$ cat src/rtl/ifetch_pkg.sv
// Shared types for the instruction-fetch unit: FSM states, buffered fetch entry, PC increment.
// The entry widths here set the widths the top level's PC_W and INST_W must match.
package ifetch_pkg;

    typedef enum logic [1:0] {
        S_REQ  = 2'd0,
        S_WAIT = 2'd1,
        S_KILL = 2'd2
    } state_t;

    localparam int ENTRY_PC_W   = 32;
    localparam int ENTRY_INST_W = 32;
    localparam int PC_INC       = 4;

    typedef struct packed {
        logic [ENTRY_PC_W-1:0]   pc;
        logic [ENTRY_INST_W-1:0] inst;
    } fetch_entry_t;

endpackage

$ cat src/rtl/ifetch_fifo.sv
// Circular buffer of fetched {pc, inst} entries feeding decode; clear empties it in one cycle.
module ifetch_fifo
    import ifetch_pkg::*;
#(
    parameter int DEPTH = 2
) (
    input  logic                       clk,
    input  logic                       rst_n,
    input  logic                       push,
    input  fetch_entry_t               din,
    input  logic                       pop,
    input  logic                       clear,
    output fetch_entry_t               head,
    output logic [$clog2(DEPTH):0]     count,
    output logic                       full,
    output logic                       empty
);

    localparam int AW = $clog2(DEPTH);
    localparam int CW = AW + 1;

    fetch_entry_t    mem [DEPTH];
    logic [AW-1:0]   wr_ptr;
    logic [AW-1:0]   rd_ptr;
    logic            do_push;
    logic            do_pop;

    assign full    = (count == CW'(DEPTH));
    assign empty   = (count == '0);
    assign do_push = push & ~full;
    assign do_pop  = pop & ~empty;
    assign head    = mem[rd_ptr];

    // DEPTH is a power of two, so the pointers wrap on their natural overflow.
    always_ff @(posedge clk) begin
        if (!rst_n) begin
            wr_ptr <= '0;
            rd_ptr <= '0;
            count  <= '0;
            for (int i = 0; i < DEPTH; i++) begin
                mem[i] <= '0;
            end
        end else if (clear) begin
            wr_ptr <= '0;
            rd_ptr <= '0;
            count  <= '0;
        end else begin
            if (do_push) begin
                mem[wr_ptr] <= din;
                wr_ptr      <= wr_ptr + 1'b1;
            end
            if (do_pop) begin
                rd_ptr <= rd_ptr + 1'b1;
            end
            count <= count + CW'(do_push) - CW'(do_pop);
        end
    end

    a_no_overflow: assert property (@(posedge clk) disable iff (!rst_n) !(push && full));

endmodule

$ cat src/rtl/ifetch_unit.sv
// Instruction-fetch controller: one blocking icache request at a time, results buffered for decode.
// Optional IFETCH_BYPASS_EN forwards a response straight to decode when the buffer is empty.
module ifetch_unit
    import ifetch_pkg::*;
#(
    parameter int PC_W   = 32,
    parameter int INST_W = 32,
    parameter int DEPTH  = 2
) (
    input  logic              clk,
    input  logic              rst_n,
    input  logic [PC_W-1:0]   pc_i,
    output logic [PC_W-1:0]   pc_next_o,
    output logic              pc_we_o,
    input  logic              redirect_i,
    input  logic [PC_W-1:0]   redirect_pc_i,
    output logic              icache_req_o,
    output logic [PC_W-1:0]   icache_addr_o,
    input  logic              icache_ack_i,
    input  logic              icache_rvalid_i,
    input  logic [INST_W-1:0] icache_rdata_i,
    output logic              id_valid_o,
    output logic [PC_W-1:0]   id_pc_o,
    output logic [INST_W-1:0] id_inst_o,
    input  logic              id_ready_i
);

    state_t                 state;
    logic [PC_W-1:0]        req_pc;
    logic                   outstanding;
    logic                   credit;
    logic                   fire;
    logic                   rsp_take;
    logic                   push;
    logic                   pop;
    fetch_entry_t           din;
    fetch_entry_t           head;
    logic [$clog2(DEPTH):0] count;
    logic                   full;
    logic                   empty;

    // An in-flight request reserves a buffer slot so its response can always be stored.
    assign outstanding   = (state != S_REQ);
    assign credit        = (int'(count) + int'(outstanding)) < DEPTH;
    assign icache_req_o  = rst_n & (state == S_REQ) & credit & ~redirect_i;
    assign icache_addr_o = pc_i;
    assign fire          = icache_req_o & icache_ack_i;
    assign rsp_take      = (state == S_WAIT) & icache_rvalid_i & ~redirect_i;

    assign din.pc   = req_pc;
    assign din.inst = icache_rdata_i;
    assign pop      = id_valid_o & id_ready_i;

`ifdef IFETCH_BYPASS_EN
    logic bypass;
    assign bypass     = empty & rsp_take;
    assign push       = rsp_take & ~(bypass & id_ready_i);
    assign id_valid_o = ~empty | bypass;
    assign id_pc_o    = bypass ? req_pc : head.pc;
    assign id_inst_o  = bypass ? icache_rdata_i : head.inst;
`else
    assign push       = rsp_take;
    assign id_valid_o = ~empty;
    assign id_pc_o    = head.pc;
    assign id_inst_o  = head.inst;
`endif

    ifetch_fifo #(
        .DEPTH (DEPTH)
    ) u_fifo (
        .clk   (clk),
        .rst_n (rst_n),
        .push  (push),
        .din   (din),
        .pop   (pop),
        .clear (redirect_i),
        .head  (head),
        .count (count),
        .full  (full),
        .empty (empty)
    );

    always_comb begin
        pc_we_o   = 1'b0;
        pc_next_o = pc_i;
        if (rst_n) begin
            if (redirect_i) begin
                pc_we_o   = 1'b1;
                pc_next_o = redirect_pc_i;
            end else if (fire) begin
                pc_we_o   = 1'b1;
                pc_next_o = pc_i + PC_W'(PC_INC);
            end
        end
    end

    // A response arriving in S_KILL always retires the killed request, redirect or not.
    always_ff @(posedge clk) begin
        if (!rst_n) begin
            state  <= S_REQ;
            req_pc <= '0;
        end else begin
            case (state)
                S_REQ: begin
                    if (fire) begin
                        state  <= S_WAIT;
                        req_pc <= pc_i;
                    end
                end
                S_WAIT: begin
                    if (icache_rvalid_i) begin
                        state <= S_REQ;
                    end else if (redirect_i) begin
                        state <= S_KILL;
                    end
                end
                S_KILL: begin
                    if (icache_rvalid_i) begin
                        state <= S_REQ;
                    end
                end
                default: state <= S_REQ;
            endcase
        end
    end

endmodule

$ cat config.mk
export PLATFORM = sky130hd
export DESIGN_NAME = ifetch_unit
export DESIGN_NICKNAME = d
export VERILOG_FILES = /design/src/rtl/ifetch_pkg.sv /design/src/rtl/ifetch_fifo.sv /design/src/rtl/ifetch_unit.sv
export SDC_FILE = /design/constraint.sdc
export NUM_CORES = 1
export LEC_CHECK = 0
export CAP_MARGIN = 40
export CORE_MARGIN = 5
export CORE_UTILIZATION = 52
export DETAILED_ROUTE_END_ITERATION = 7
export PLACE_DENSITY_LB_ADDON = 0.12
export SYNTH_ARGS = -nofsm -noshare
export SYNTH_HDL_FRONTEND = slang
export SYNTH_SLANG_ARGS = --single-unit
$ cat constraint.sdc
create_clock -name clk -period 11.8 [get_ports clk]
set_input_delay 2.36 -clock clk [delete_from_list [all_inputs] [get_ports clk]]
set_output_delay 2.36 -clock clk [all_outputs]
set_load 0.05 [all_outputs]
==> metrics.cfg, run 1 <==
[clock_network]
clock_latency_ps = 410
cts_resized = 0
cts_buffer_depth = 2
cts-root-buf = clkbuf_16
tritoncts = done
cts_buffers = 17
cts.clk_slew.worst_paths_ps = 60
cts.sinks = 167
holdBufCountCts = 0
post-cts-setup-buffer-count = 0
htreeDepth = 4

[yosys]
async_flop_share_pct = 0
synth_area_mm2 = 0.00841
syn_area_per_cell_um2 = 11.1
ys_seq_elements = 167
synth-edff-count = 128
ys_types = 64
synth-main-ff-cell = edfxtp_1
synthTopCellsByArea = edfxtp_1 (46%), and2_1 (9.7%), dfxtp_1 (9.3%), mux2_2 (8.6%), nand2_1 (4.3%)
synth-warning-count = 0
synth_top_area_share_pct = 45.7
yosysSeqAreaShare_pct = 55.0
syn_inst = 760
syn_nets = 865
synth_top_area_cell = edfxtp_1

[worst_setup_path]
cp_data_required_time_ps = 9440
crit_family = buffers and inverters
cp_max_fo = 44
start_kind = input port
cpPeakStageDelay_ps = 860
crit_top_cell = buf_4
crit_start = rst_n
crit_cells = 9
worst-path-buf-inv = 6
rr_endpoint = u_fifo.mem[1][55]
cp_slowest_cell = clkdlybuf4s50_1
reg2reg_slack_ps = 9650
path_class = input port to output pin
crit-reg2reg-launch = state[1]
ff2ff_path_depth = 7
crit_chain = clkdlybuf4s50_1, buf_4, clkinv_1, buf_4, nor2_1, buf_4, a211oi_1, a311oi_1, clkdlybuf4s50_1
cp-endpoint = pc_next_o[12]
cp_data_arrival_time_ps = 5520
critPathCaptureType = output pin

[job]
drv_cap = 0

[floorplanning]
rows = 46
dieArea_mm2 = 0.0188
dieHeight_um = 137
core_mm2 = 0.0159
initial_core_util_pct = 53.0
die_w_um = 137
num_io_pins = 233

[routing]
dr.first_iter.drc_count = 487
dr.pass1.iters = 6
wl_mm = 22.1
drt.antenna.violating_nets = 0
dr_total_vias = 6377
routed_via_density = 5.43
routedWlPerCell_um = 18.8
drcViolationCount = 0

[pwr]
clkPwrFrac_pct = 37.5
combPwrFrac_pct = 17.5
p_per_area_mw_per_mm2 = 129
pwr-share-seq_pct = 44.9
p_int_mw = 1.08
p_sw_mw = 0.380
power.leakage_nw = 4.14
peakVddDrop_mv = 0.0903
switching_share_pct = 26.0

[global_routing]
grt_pass1_wl_mm = 34.2
grt_max_degree = 65
grt_pass1_vias = 6513
grt_overflow = 0
antenna_found_initial = 0
grt_usage_pct = 23.6

[timing]
rsz0062_at_grt = false
setup_tns_ps = 0
setup_viol = 0
maxSlewViolCount = 0
finalCritPeriodShare_pct = 66.8
timing.slew.headroom_pct = 48.8
hold_viol = 0
fmax_mhz = 127
fin_skew_ps = 12.0
min_period_ps = 7880
tightest_slew_ps = 766
hold_ws_ps = 462

[finish]
multi_input_area_mm2 = 0.00332
area_growth_pct = 35.4
final_cell_mix = clkdlybuf4s50_1 (232), and2_1 (130), edfxtp_1 (128)
nets = 1050
drive_gt1_share_pct = 13.7
final_common_cell = clkdlybuf4s50_1
fin_util_pct = 71.7
final_cell_area_mm2 = 0.0114
antenna_cells = 0
fill_cells = 1149
final-seq-area_mm2 = 0.00463
stdcell_count = 1174

[outcome]
status = complete, no violations

[placed_design]
dpl.cell_count = 1142
hpwl_mm = 15.5
post_dp_cell_area_mm2 = 0.0108
place_congestion = 0.907
io_buffers = 232

[min_path]
min_path_type = register to register

## registers in the layout (all words and copies together), names as in the netlist, named ones only
register and flops:
req_pc 32, state 2, u_fifo.count 2, u_fifo.mem 128, u_fifo.rd_ptr 1, u_fifo.wr_ptr 1
## layout make-up
class	count	share of cell area, %
sequential	167	40.6
tap	216	2.37
multi-input combinational	504	29.1
clock inverter	13	1.37
clock buffer	19	3.89
inverter	11	0.363
timing repair buffer	244	22.2
## synth_stat cells, drive strengths merged (4+ instances only)
cell type / n
or3: 6
nor3: 11
a21oi: 40
o21ai: 12
clkbuf: 38
xnor2: 5
o22ai: 9
nand2: 97
a22oi: 4
nor4: 4
nand4: 8
inv: 10
edfxtp: 128
nand3: 17
and3: 10
mux2: 64
a311oi: 5
and2: 130
buf: 40
or2: 4
nor2: 34
a211oi: 5
dfxtp: 39
## power by group through the flow
stage                     Combinational (mW)  Sequential (mW)  Clock, mW
after global placement                 0.251            0.669          0
final                                  0.257            0.657      0.549
after global routing                   0.269            0.659      0.587
after CTS                              0.258            0.658      0.556
after floorplan                        0.152            0.670          0
after detailed placement               0.256            0.670          0
## tightest hold or removal path: stages, from the launching register on
cell	delay, ps
dfxtp_1	310
nand2_1	50
a21oi_1	50
## metal layers
metal  track usage (%)  up-vias  routed length (µm)
met2              39.8      272               11000
met5                 0        -                   0
met1              29.4     3028                9030
li1                  -     3050                   -
met4              7.37        0                 361
met3              7.01       27                1660
## worst min-delay path by stage
stage	from	endpoint	cells after the start
after floorplan	req_pc[0]	req_pc[0]	2
final	req_pc[9]	req_pc[9]	2
after global routing	req_pc[9]	req_pc[9]	2
after CTS	req_pc[1]	req_pc[1]	2
after detailed placement	req_pc[1]	req_pc[1]	2
after global placement	req_pc[2]	req_pc[2]	2
## per-stage QoR
stage / total power, mW / worst slack (ps)
finish: 1.46 / 3920
CTS: 1.47 / 3950
floorplan: 0.822 / 3880
global route: 1.52 / 3700
detailed placement: 0.926 / 3980
global placement: 0.920 / 3470
## cell families after synthesis
family	synth area share [%]
AOI/OAI and AO/OA	8.05
xor gates and xnor gates	0.520
adders and majority gates	0.446
buffers and inverters	5.93
DFF	55.0
muxes	8.80
and+or+nand+nor	21.3
(Power assumes the default switching activity.)
==> run 2: changes to the inputs <==
- CORE_UTILIZATION: 52 -> 49
- clock period: 11.8 -> 7.35 ns (I/O delays scaled with it)
==> metrics.cfg, run 2 (same netlist as run 1, synthesis figures left out) <==
[finish]
fin_util_pct = 68.1  ; -3.6 points
final_cell_area_mm2 = 0.0116  ; +2.0%
drive_gt1_share_pct = 15.7  ; +2.1 points
largest_register = u_fifo.mem
largest_register_ffs = 128  ; unchanged
reg_top3 = u_fifo.mem x128, req_pc x32
final_common_cell = clkdlybuf4s50_1
stdcell_count = 1184  ; +0.85%
nets = 1051  ; +0.095%
area_growth_pct = 38.0
final_cell_mix = clkdlybuf4s50_1 (214), and2_1 (130), edfxtp_1 (128)
antenna_cells = 0  ; unchanged

[pwr]
p_sw_mw = 0.622  ; +64%
combPwrFrac_pct = 17.3  ; -0.2 points
pwr-share-seq_pct = 42.0  ; -2.9 points
p_int_mw = 1.89  ; +74%
clkPwrFrac_pct = 40.7  ; +3.2 points
peakVddDrop_mv = 0.125  ; +39%
switching_share_pct = 24.8  ; -1.2 points
p_per_area_mw_per_mm2 = 216  ; +68%
power.leakage_nw = 4.26  ; +3.1%

[timing]
fmax_mhz = 167
fin_skew_ps = 12.6  ; +0.525 ps
setup_tns_ps = 0  ; unchanged
rsz0062_at_grt = false
setup_viol = 0  ; unchanged
finalWorstSetupSlack_ps = 1350  ; -2570 ps
maxSlewViolCount = 0  ; unchanged
timing.slew.headroom_pct = 40.3  ; -8.5 points
finalCritPeriodShare_pct = 81.7
tightest_slew_ps = 895  ; +130 ps
hold_viol = 0  ; unchanged
min_period_ps = 6000

[routing]
wl_mm = 23.1  ; +4.8%
dr.first_iter.drc_count = 391  ; -20%
drcViolationCount = 0  ; unchanged
routed_via_density = 5.45  ; +0.35%
dr.pass1.iters = 5  ; -1
drt.antenna.violating_nets = 0  ; unchanged
dr_total_vias = 6454  ; +1.2%
routedWlPerCell_um = 19.5  ; +3.9%

[worst_setup_path]
cp-endpoint = pc_next_o[29]
crit-reg2reg-launch = state[1]
ff2ff_path_depth = 6  ; -1
reg2reg_slack_ps = 4920  ; -4730 ps
path_class = input port to output pin
cp_data_arrival_time_ps = 4530  ; -990 ps
start_kind = input port
critPathCaptureType = output pin
cp_data_required_time_ps = 5880  ; -3560 ps
crit_start = pc_i[10]
rr_endpoint = u_fifo.mem[0][46]
cp_max_fo = 9  ; -80%

[clock_network]
htreeDepth = 4  ; unchanged
cts.clk_slew.worst_paths_ps = 60  ; about the same
cts_buffer_depth = 2  ; unchanged
post-cts-setup-buffer-count = 0  ; unchanged
cts_resized = 0  ; unchanged
cts-root-buf = clkbuf_16
tritoncts = done
cts_buffers = 17  ; unchanged
holdBufCountCts = 0  ; unchanged
cts.sinks = 167  ; unchanged
clock_latency_ps = 410  ; about the same

[placed_design]
hpwl_mm = 16.1  ; +4.0%
place_ws_ps = 1390  ; -2580 ps
dpl.cell_count = 1152  ; +0.88%
io_buffers = 232  ; unchanged
place_congestion = 0.906  ; -0.11%
post_dp_cell_area_mm2 = 0.0109  ; +1.1%

[global_routing]
grt_pass1_wl_mm = 36.5  ; +6.7%
antenna_found_initial = 0  ; unchanged
grt_usage_pct = 23.4  ; -0.25 points
grt_pass1_vias = 6788  ; +4.2%
grt_overflow = 0  ; unchanged
grt_max_degree = 65  ; unchanged

[min_path]
min_path_type = register to register

[floorplanning]
rows = 48  ; +4.3%
num_io_pins = 233  ; unchanged
initial_core_util_pct = 49.3  ; -3.6 points
dieHeight_um = 141  ; +2.8%
die_w_um = 141  ; +2.8%
core_mm2 = 0.0171  ; +7.4%
dieArea_mm2 = 0.0199  ; +5.7%

[job]
drv_cap = 0  ; unchanged

[outcome]
status = complete, no violations

## run 2: worst min-delay path by stage
stage	cells past startpoint	slack, ps	end	start
after floorplan	2	440	req_pc[0]	req_pc[0]
after global placement	2	450	req_pc[21]	req_pc[21]
after detailed placement	2	450	req_pc[29]	req_pc[29]
after CTS	2	460	req_pc[29]	req_pc[29]
after global routing	2	480	req_pc[7]	req_pc[7]
final	2	460	req_pc[4]	req_pc[4]
## run 2: power groups by stage
stage                     sequential [mW]  combinational, mW  clock, mW
after global placement               1.07              0.429          0
after detailed placement             1.08              0.432          0
after global routing                 1.06              0.454       1.08
after floorplan                      1.08              0.244          0
after CTS                            1.06              0.436       1.04
final                                1.05              0.433       1.02
## run 2: worst max-delay path, stage by stage
cell,delay [ps]
clkdlybuf4s50_1,690
and3_1,380
and3_2,290
nand4_4,170
or3_1,370
a211oi_1,300
clkdlybuf4s50_1,860
## run 2: cell type report
class	count	area, µm²
clock buffer	23	522
sequential	167	4630
timing repair buffer	245	2640
multi-input combinational	504	3320
fill	1234	5450
clock inverter	9	184
inverter	11	41.3
tap	225	282
## run 2: layer usage
layer  global-route usage [%]  share of wire, %
met2                     39.9                50
met1                     29.8                42
met5                        0                 0
met3                     6.21               7.0
met4                     5.66              0.84
## run 2: metrics by stage
stage / hold slack (ps) / power, mW
finish: 462 / 2.51
global route: 484 / 2.59
CTS: 463 / 2.53
detailed placement: 454 / 1.51
global placement: 447 / 1.50
floorplan: 440 / 1.32
==> run 3: changes to the inputs <==
- clock period: 7.35 -> 5.7 ns (I/O delays scaled with it)
==> metrics.cfg, run 3 (same netlist as run 1, synthesis figures left out) <==
[outcome]
status = complete, no violations

[placed_design]
io_buffers = 232  ; unchanged
hpwl_mm = 16.0  ; -0.41%
dpl.cell_count = 1154  ; +0.17%
place_congestion = 0.937  ; +3.4%

[finish]
area_growth_pct = 36.5
multi_input_area_mm2 = 0.00332  ; unchanged
largest_register = u_fifo.mem
final_common_cell = clkdlybuf4s50_1
final-seq-area_mm2 = 0.00463  ; unchanged
final_cell_mix = clkdlybuf4s50_1 (200), and2_1 (130), edfxtp_1 (128)
drive_gt1_share_pct = 17.5  ; +1.8 points
reg_top3 = u_fifo.mem x128, req_pc x32
fill_cells = 1287  ; +4.3%
fin_util_pct = 67.3  ; -0.72 points
stdcell_count = 1185  ; +0.084%
largest_register_ffs = 128  ; unchanged
nets = 1053  ; +0.19%
antenna_cells = 0  ; unchanged

[clock_network]
clock_latency_ps = 410  ; about the same
tritoncts = done
cts_buffer_depth = 2  ; unchanged
cts.clk_slew.worst_paths_ps = 60  ; about the same
cts.sinks = 167  ; unchanged
post-cts-setup-buffer-count = 0  ; unchanged
cts_buffers = 17  ; unchanged
holdBufCountCts = 0  ; unchanged
cts_resized = 0  ; unchanged
htreeDepth = 4  ; unchanged
cts-root-buf = clkbuf_16

[worst_setup_path]
cp_data_required_time_ps = 4560  ; -1320 ps
critPathCaptureType = output pin
cp_data_arrival_time_ps = 3650  ; -880 ps
path_class = input port to output pin
start_kind = input port
rr_endpoint = u_fifo.mem[1][19]
cp_slowest_cell = clkdlybuf4s50_1
cpPeakStageDelay_ps = 640  ; -220 ps
crit_family = buffers and inverters
cp-endpoint = pc_next_o[22]
reg2reg_slack_ps = 3640  ; -1280 ps
crit_cells = 8  ; +1
ff2ff_path_depth = 7  ; +1
worst-path-buf-inv = 2  ; unchanged
crit_start = pc_i[2]
crit-reg2reg-launch = state[1]
crit_chain = clkdlybuf4s50_1, ha_1, nand2_1, or3_1, nor3_2, a311oi_1, a211oi_1, buf_4
cp_max_fo = 6  ; -3

[global_routing]
grt_overflow = 0  ; unchanged
grt_pass1_wl_mm = 36.5  ; about the same
grt_pass1_vias = 6779  ; -0.13%
antenna_found_initial = 0  ; unchanged
grt_max_degree = 65  ; unchanged
grt_usage_pct = 23.3  ; -0.11 points

[floorplanning]
initial_core_util_pct = 49.3  ; unchanged
num_io_pins = 233  ; unchanged
die_w_um = 141  ; unchanged
dieHeight_um = 141  ; unchanged
rows = 48  ; unchanged
dieArea_mm2 = 0.0199  ; unchanged
core_mm2 = 0.0171  ; unchanged

[timing]
timing.slew.headroom_pct = 42.6  ; +2.3 points
finalCritPeriodShare_pct = 84.0
fmax_mhz = 209
min_period_ps = 4790
rsz0062_at_grt = false
setup_viol = 0  ; unchanged
maxSlewViolCount = 0  ; unchanged
setup_tns_ps = 0  ; unchanged
hold_viol = 0  ; unchanged
fin_skew_ps = 8.40  ; -4.18 ps
tightest_slew_ps = 858  ; -37.1 ps

[routing]
dr.pass1.iters = 5  ; unchanged
drt.antenna.violating_nets = 0  ; unchanged
routed_via_density = 5.43  ; -0.39%
dr_total_vias = 6434  ; -0.31%
drcViolationCount = 0  ; unchanged
routedWlPerCell_um = 19.4  ; -0.70%
dr.first_iter.drc_count = 396  ; +1.3%
wl_mm = 23.0  ; -0.62%

[job]
drv_cap = 0  ; unchanged

[pwr]
power.leakage_nw = 4.22  ; -1.1%
peakVddDrop_mv = 0.182  ; +45%
p_per_area_mw_per_mm2 = 264  ; +22%
power.total_mw = 3.03  ; +21%

[min_path]
min_path_type = register to register

## run 3: changes by cell type in the layout (fill, tap and decap cells not counted), moves of 2 or more
cell,delta
buf_4,+15
clkdlybuf4s50_1,-14
clkinvlp_4,+6
bufinv_16,-3
clkbuf_16,-3
inv_6,+3
clkbuf_1,-2
clkinv_4,-2
## run 3: worst min-delay path, cell delays in order (launching register included)
cell,delay (ps)
dfxtp_1,310
nand2_1,50
a21oi_1,50
## run 3: routing by layer
layer	part of all wire [%]	up-vias	routed length [µm]	GRT usage (%)
met5	0	-	0	0
met4	2.3	0	523	7.39
met3	6.7	37	1540	5.50
met2	48	270	11100	38.1
met1	43	3094	9780	30.8
li1	-	3033	-	-
## run 3: final cells by class
type	count	share of cell area, %
inverters	11	0.359
multi-input cells	504	28.9
well taps	225	2.45
flip-flops and latches	167	40.3
clock buffers	17	3.70
clock inverters	14	1.33
repair buffers	247	23.0
## run 3: worst min path at each step
stage          slack (ps)  cells after the start         end       start
2_1_floorplan         440                      2   req_pc[0]   req_pc[0]
3_3_place_gp          450                      2   req_pc[5]   req_pc[5]
3_5_place_dp          460                      2  req_pc[29]  req_pc[29]
4_1_cts               460                      2  req_pc[29]  req_pc[29]
5_1_grt               480                      2  req_pc[29]  req_pc[29]
6_report              460                      2  req_pc[19]  req_pc[19]
## run 3: power breakdown
group	internal, mW	leakage (nW)	total [mW]	switching [mW]
logic	0.219	2.32	0.562	0.343
registers	1.35	1.64	1.36	0.0133
clock network	0.646	0.260	1.11	0.462
## run 3: per-stage QoR
stage	cell area (µm²)	worst slack [ps]	hold WS (ps)
detailed placement	10900	955	456
CTS	11500	959	465
floorplan	8410	729	440
global placement	10800	986	448
global route	11500	818	484
finish	11500	914	463
